**src/rtl/hrav_serializer_sched.sv**
```systemverilog
`default_nettype none
// ============================================================================
// Module   : hrav_serializer_sched
// Purpose  : Round-robin scheduler that shares one wide-to-narrow serializer
//            among NUM_REQ per-source FIFOs. It grants one non-empty, enabled
//            source, pops one DINWIDTH-bit word with a single-cycle read
//            pulse, and emits that word LSB-first as DINWIDTH/DOUTWIDTH beats
//            on a valid/ready stream tagged with source index and last flag.
// Ports    : clk, reset (sync, active-high)
//            req_empty/req_mask/req_din  - FIFO bank status, enables, data
//            req_rd_en                   - one-hot registered read pulse
//            out_data/out_valid/out_ready/out_last/out_src - beat stream
//            busy                        - high whenever not idle
// Revision : 1.0 - initial release
// ============================================================================
module hrav_serializer_sched #(
  parameter int NUM_REQ   = 4,
  parameter int DINWIDTH  = 256,
  parameter int DOUTWIDTH = 8,
  parameter int SRCW      = 2
) (
  input  logic                        clk,
  input  logic                        reset,
  input  logic [NUM_REQ-1:0]          req_empty,
  input  logic [NUM_REQ-1:0]          req_mask,
  input  logic [NUM_REQ*DINWIDTH-1:0] req_din,
  output logic [NUM_REQ-1:0]          req_rd_en,
  output logic [DOUTWIDTH-1:0]        out_data,
  output logic                        out_valid,
  input  logic                        out_ready,
  output logic                        out_last,
  output logic [SRCW-1:0]             out_src,
  output logic                        busy
);

  localparam int BEATS = DINWIDTH / DOUTWIDTH;
  localparam int CNTW  = (BEATS > 1) ? $clog2(BEATS) : 1;
  localparam logic [CNTW-1:0] LAST_BEAT = CNTW'(BEATS - 1);
  localparam logic [SRCW-1:0] PTR_RST   = SRCW'(NUM_REQ - 1);

  typedef enum logic [1:0] {
    IDLE  = 2'd0,
    ISSUE = 2'd1,
    WAIT  = 2'd2,
    SEND  = 2'd3
  } state_t;

  state_t                state_q, state_d;
  logic [SRCW-1:0]       ptr_q, ptr_d;
  logic [SRCW-1:0]       src_q, src_d;
  logic [DINWIDTH-1:0]   shreg_q, shreg_d;
  logic [CNTW-1:0]       cnt_q, cnt_d;
  logic [NUM_REQ-1:0]    rd_en_q, rd_en_d;

  logic [NUM_REQ-1:0]    eligible;
  logic                  found;
  logic [SRCW-1:0]       winner;
  logic [SRCW-1:0]       rr_cand;

  assign eligible = ~req_empty & req_mask;

  // Search upward from the source after the last grant, wrapping modulo
  // NUM_REQ; the first eligible candidate wins.
  always_comb begin : rr_search
    found   = 1'b0;
    winner  = ptr_q;
    rr_cand = ptr_q;
    for (int off = 1; off <= NUM_REQ; off++) begin
      rr_cand = SRCW'((int'(ptr_q) + off) % NUM_REQ);
      if (!found && eligible[rr_cand]) begin
        found  = 1'b1;
        winner = rr_cand;
      end
    end
  end

  always_comb begin : fsm_next
    state_d = state_q;
    ptr_d   = ptr_q;
    src_d   = src_q;
    shreg_d = shreg_q;
    cnt_d   = cnt_q;
    rd_en_d = '0;
    unique case (state_q)
      IDLE: begin
        // Eligibility is looked at only here, at least two cycles after any
        // previous read pulse, so a lagging empty flag cannot double-pop.
        if (found) begin
          ptr_d   = winner;
          src_d   = winner;
          rd_en_d = NUM_REQ'(1) << winner;
          state_d = ISSUE;
        end
      end
      ISSUE: begin
        state_d = WAIT;
      end
      WAIT: begin
        // FIFO dout is registered: the popped word is present now.
        shreg_d = req_din[src_q*DINWIDTH +: DINWIDTH];
        cnt_d   = '0;
        state_d = SEND;
      end
      SEND: begin
        if (out_ready) begin
          shreg_d = shreg_q >> DOUTWIDTH;
          cnt_d   = cnt_q + 1'b1;
          if (cnt_q == LAST_BEAT) begin
            state_d = IDLE;
          end
        end
      end
      default: begin
        state_d = IDLE;
      end
    endcase
  end

  always_ff @(posedge clk) begin
    if (reset) begin
      state_q <= IDLE;
      ptr_q   <= PTR_RST;
      src_q   <= '0;
      shreg_q <= '0;
      cnt_q   <= '0;
      rd_en_q <= '0;
    end else begin
      state_q <= state_d;
      ptr_q   <= ptr_d;
      src_q   <= src_d;
      shreg_q <= shreg_d;
      cnt_q   <= cnt_d;
      rd_en_q <= rd_en_d;
    end
  end

  // The registered read pulse is high exactly during ISSUE.
  assign req_rd_en = rd_en_q;
  assign out_valid = (state_q == SEND);
  assign out_data  = out_valid ? shreg_q[DOUTWIDTH-1:0] : '0;
  assign out_last  = out_valid && (cnt_q == LAST_BEAT);
  assign out_src   = src_q;
  assign busy      = (state_q != IDLE);

endmodule
`default_nettype wire
```
**config.mk**
```make
export PLATFORM = sky130hd
export DESIGN_NAME = hrav_serializer_sched
export DESIGN_NICKNAME = d
export VERILOG_FILES = /design/src/rtl/hrav_serializer_sched.sv
export SDC_FILE = /design/constraint.sdc
export NUM_CORES = 1
export LEC_CHECK = 0
export BUFFER_PORTS_ARGS = -buffer_cell sky130_fd_sc_hd__buf_2
export CORE_AREA = 3 3 407 409
export CTS_CLUSTER_SIZE = 28
export DETAILED_ROUTE_END_ITERATION = 6
export DIE_AREA = 0 0 410 412
export GPL_TIMING_DRIVEN = 0
export PLACE_DENSITY_LB_ADDON = 0.05
export SYNTH_ARGS = -nofsm -noshare
export SYNTH_HDL_FRONTEND = slang
export SYNTH_SLANG_ARGS = --single-unit
```
**constraint.sdc**
```tcl
create_clock -name clk -period 2.2 [get_ports clk]
set_input_delay 0.33 -clock clk [delete_from_list [all_inputs] [get_ports clk]]
set_output_delay 0.33 -clock clk [all_outputs]
set_load 0.01 [all_outputs]
```
=== Yosys cells after proc, flatten, opt, wreduce, memory -nomap -nowiden ===
Cells that the tools add are included.
W data, S select, Z words.

* Bits in registers: 271
* Bits of input ports: 1,035
* Output and inout port bits: 17
* Word-level logic and storage cells: 67

* Add/subtract/negate cells: 5
* Magnitude comparators: 4
* Equal/unequal tests: 7
* Shift-type cells: 2
* Muxes and demuxes: 25
* Bitwise logic cells: 4
* Reduce and logical (&&, ||, !) cells: 14

{| class="wikitable"
|+ Operators with widths
! cell !! count
|-
| $shiftx A1024 B11 Y256 || 1
|-
| $pmux W256 S2 || 1
|-
| $mux W256 || 1
|-
| $mux W2 || 7
|-
| $lt A2 B3 Y1 const B || 4
|-
| $pmux W5 S2 || 1
|-
| $bmux W1 S2 || 4
|-
| $mux W1 || 8
|-
| $mux W8 || 1
|-
| $pmux W2 S4 || 1
|-
| $add A5 B1 Y5 const B || 1
|-
| $eq A5 B5 Y1 const B || 1
|-
| $mux W5 || 1
|-
| $add A2 B1 Y2 const B || 2
|-
| $add A2 B2 Y2 const B || 2
|-
| $and A4 B4 Y4 || 1
|-
| $eq A2 B2 Y1 const B || 2
|-
| $logic_and A1 B1 Y1 || 4
|-
| $ne A2 B1 Y1 const B || 2
|-
| $not A4 Y4 || 1
|-
| $reduce_and A2 Y1 || 2
|-
| $reduce_bool A2 Y1 || 2
|-
| $shl A1 B2 Y4 const A || 1
|-
| $logic_not A1 Y1 || 3
|-
| 6 further kinds || 7
|}

=== Longest topological paths before layout ===
* Word-level depth: 16
* Depth in mapped cells: 9
* Gate-level depth less buffers: 6

=== Least setup slack after synthesis ===
No wires, ideal clock.

* Kind: register to register
* Start: register state_q[1]
* End: register shreg_q[0]
* Setup time: 78 ps
* Arrival: 1,533 ps
* Data required time: 2,122 ps
* Setup slack: 589 ps
* Stages on the path, launching flop included: 8
* Path buffers: 3
* Path through: dfxtp_1 -> ha_1 -> nand2b_1 -> buf_4 -> clkbuf_1 -> buf_4 -> nor2_1 -> nor3_1

* Cells in the longest elaborated chain, start to end: 3
* Elaborated cells between the ends (all ways): 6
* Those cells by class: eq/ne: 3; mux: 1; reduce/logical: 2

{| class="wikitable"
|+ Ends and longest elaborated chain
! element !! line !! source
|-
| from (decl) || 48 || <nowiki>state_t state_q, state_d;</nowiki>
|-
| from (signal assigned) || 128 || <nowiki>state_q <= state_d;</nowiki>
|-
| $eq A2 B2 Y1 * || n/a ||
|-
| net out_valid || 29 || <nowiki>output logic out_valid,</nowiki>
|-
| $ne A2 B1 Y1 (no source line) or $reduce_bool A2 Y1 (tied branches) || n/a ||
|-
| $reduce_and A2 Y1 (no source line) || n/a ||
|-
| to (signal assigned) || 131 || <nowiki>shreg_q <= shreg_d;</nowiki>
|-
| to (decl) || 51 || <nowiki>logic [DINWIDTH-1:0] shreg_q, shreg_d;</nowiki>
|}

Mark *: on every way through the listed nets, which the timed path passes. The rest lies on a longest branch.
A chain may end at the register's enable or synchronous reset.

=== Worst setup path after layout ===
* Start: register src_q[1], in the netlist out_src[1]
* End: register shreg_q[61]

* Cells in the longest elaborated chain, start to end: 2

{| class="wikitable"
|+ Ends and longest elaborated chain
! element !! line !! source
|-
| from (decl) || 50 || <nowiki>logic [SRCW-1:0] src_q, src_d;</nowiki>
|-
| from (signal assigned) || 130 || <nowiki>src_q <= src_d;</nowiki>
|-
| $shiftx A1024 B11 Y256 || 100 || <nowiki>shreg_d = req_din[src_q*DINWIDTH +: DINWIDTH];</nowiki>
|-
| $pmux W256 S2 || 84 || <nowiki>unique case (state_q)</nowiki>
|}

Every way passes these cells.

==> out/metrics.yaml <==
floorplanning:
  dieArea_um2: 169000
  num_rows: 148
  die_h_um: 412
  io_pins: 1052
  die_x_um: 410
  start_util_pct: 10.6
  coreArea_um2: 162000
synth:
  syn_inst: 1794
  synth.distinct_cells: 38
  synthXorXnorAreaFrac_pct: 0.0507
  avgSynthCellArea_um2: 9.63
  synthesis.area_um2: 17300
  syn-num-nets: 2835
  ys_ff_latch: 271
  synthAdderAreaFrac_pct: 0.434
  synth-warning-count: 0
  synthArstFlopShare_pct: 0
  yosysSeqAreaShare_pct: 31.4
  synth_top_family_by_area: "multiplexers"
  synthFlopType: "dfxtp_1"
  synth_compound_area_share_pct: 8.51
  muxShareOfSynthArea_pct: 33.5
  synth-simple-area-share_pct: 19.5
  synth_edf_count: 0
place:
  dpl-instance-area_um2: 25300
  gp_congestion: 0.913
  dpl.hpwl_um: 98200
  io_buffers: 1050
sta:
  tightest_slew_ns: 0.815
  period_needed_ns: 2.09
  skew_ns: 0.0332
  clock.fmax_mhz: 478
  maxSlewHeadroom_pct: 45.7
  final_max_slew_viol_count: 0
  fin_crit_sh_pct: 95.2
  final-hold-violation-count: 0
  rsz0062_at_grt: "yes"
  finalSetupViolCount: 0
clock_network:
  numCtsBuffers: 39
  h-tree-depth: 2
  clk_latency_ns: 0.58
  cts.sinks: 271
  cts_root_buffer: "clkbuf_16"
  hold_buffers: 0
  clk_path_buf_depth: 3
  cts_tree: "done"
  clk_pin_slew_worst_paths_ns: 0.06
worst_setup_path:
  critPathMaxFanout: 10
  cp_cell_sequence: "buf_2, buf_4, buf_2, mux4_2, nor2_1, nor3_1"
  max_stage_delay_ns: 0.40
  arrival_ns: 2.52
  critPathSlowestCell: "dfxtp_1"
  start_kind: "flip-flop"
  worst_path_most_repeated_cell: "buf_2"
  criticalPathCategory: "reg2reg"
  worstSetupEndpointType: "flip-flop"
  required_ns: 2.63
run:
  max-cap-violations: 0
hold_path:
  hold_path_class: "in2reg"
drt:
  top_layer: "met5"
  drc: 0
  wl_um: 113000
  wl_met3_um: 6340
  final_antenna_net_count: 0
  wl_met1_um: 46300
  vias: 18900
  wl_met2_um: 59000
  via_per_inst: 3.70
  drt-wirelength-per-cell_um: 22.3
  drt_first_pass_iters: 7
  drt_iter0_drc: 850
cells_and_area:
  area_growth_pct: 55.1
  nNetsFinal: 3927
  layout_common_cells: "buf_2, nor2_1, dfxtp_1, mux4_2, nor3_1"
  regArea_um2: 5430
  drive_above_1_share_pct: 51.6
  fill_cells: 18400
  final_common_cell: "buf_2"
  design_area_um2: 26800
  multi_input_area_um2: 10800
global_route:
  antenna_found_initial: 27
  grt_util_all_layers_pct: 12.9
  grt_overflow_total: 0
  grt_pass1_vias: 21100
  grt_max_degree: 11
  grt_pass1_wl_um: 155000
power_and_ir_drop:
  fin_total_pwr_uw: 28600
  power_density_nw_per_um2: 1070
  worst_ir_drop_vdd_uv: 433
  p_leak_uw: 0.0106
status:
  status: "completed"
[cells by family (layout without fill, tap and decap cells)]
group	Yosys count	count (layout)
AO/OA/AOI/OAI	280	280
multiplexers	259	259
AND/OR/NAND/NOR	797	797
other	0	9
XOR/XNOR	1	1
adder cells (fa/ha/maj)	6	6
flip-flops	271	271
buffers and inverters	180	1299
[metal layers]
layer | track usage (%) | vias to the layer above
met5 | 0 | -
met4 | 2.85 | 10
met3 | 2.66 | 99
met2 | 23.5 | 672
met1 | 15.4 | 9275
li1 | - | 8818
[power by group]
part | total, uW | internal, uW | switching (uW)
Sequential | 8000 | 6860 | 1140
Clock | 6750 | 4220 | 2530
Combinational | 13800 | 6460 | 7340
[worst max-delay path: cells and delay by family (launching register included)]
kind          cells  cell delay, ns
flops             1            0.40
simple gates      2            0.27
mux               1            0.38
buf+inv           3            0.86
[stage by stage]
step	std cells	utilization (%)	setup WS (ns)	hold slack, ns	setup TNS [ns]
floorplan	1794	-	0.589	0.452	0
detailed placement	5019	15.6	-0.958	0.485	-170.33
global placement	5019	15.6	-1.04	0.461	-170.32
finish	5097	16.5	0.106	0.201	0
global route	5094	16.5	-0.0324	0.186	-0.0877
CTS	5088	16.5	-0.00573	0.126	-0.00758
[synthesized netlist by cell type, drive strengths merged, types with 2 or more instances]
master	count	area, um^2
nand2	10	40.0
o221ai	2	17.5
dfxtp	271	5430
a22oi	10	75.1
nand2b	3	18.8
clkbuf	67	251
inv	5	18.8
nor2b	5	31.3
nor2	509	1910
o21ai	251	1260
o22a	2	17.5
nor3	253	1270
o22ai	2	12.5
o2111ai	2	17.5
mux2i	3	30.0
o211ai	2	15.0
mux4	256	5770
and2	11	68.8
ha	6	75.1
a21oi	5	25.0
buf	108	860
[what timing repair did]
action,in CTS,in global routing
pin swaps,1,0
gates resized for setup,40,36
gates cloned,0,0
endpoints found under the setup margin,268,126
buffers inserted,1,0
[flip-flops by register name (all words and copies together) (netlist names)]
name	flops
cnt_q	5
out_src	2
ptr_q	2
req_rd_en	4
shreg_q	256
state_q	2
[layout make-up]
cell class              instances  share of cell area [%]
multi-input cells            1343                    40.2
flip-flops and latches        271                    20.3
repair buffers               1051                    19.7
well taps                    2175                    10.2
plain buffers                 175                    4.56
clock buffers                  58                    4.32
clock inverters                10                   0.724
diodes                          9                  0.0840
inverters                       5                  0.0700
[worst paths after layout]
| check | from | endpoint | slack, ns | cells after the start |
|---|---|---|---|---|
| max | out_src[1] | shreg_q[61] | 0.11 | 6 |
| min | reset | cnt_q[2] | 0.20 | 2 |
| max reg2reg | out_src[1] | shreg_q[61] | 0.11 | 6 |
| min reg2reg | shreg_q[107] | shreg_q[107] | 0.49 | 2 |
Power figures use the tool's default switching activity.
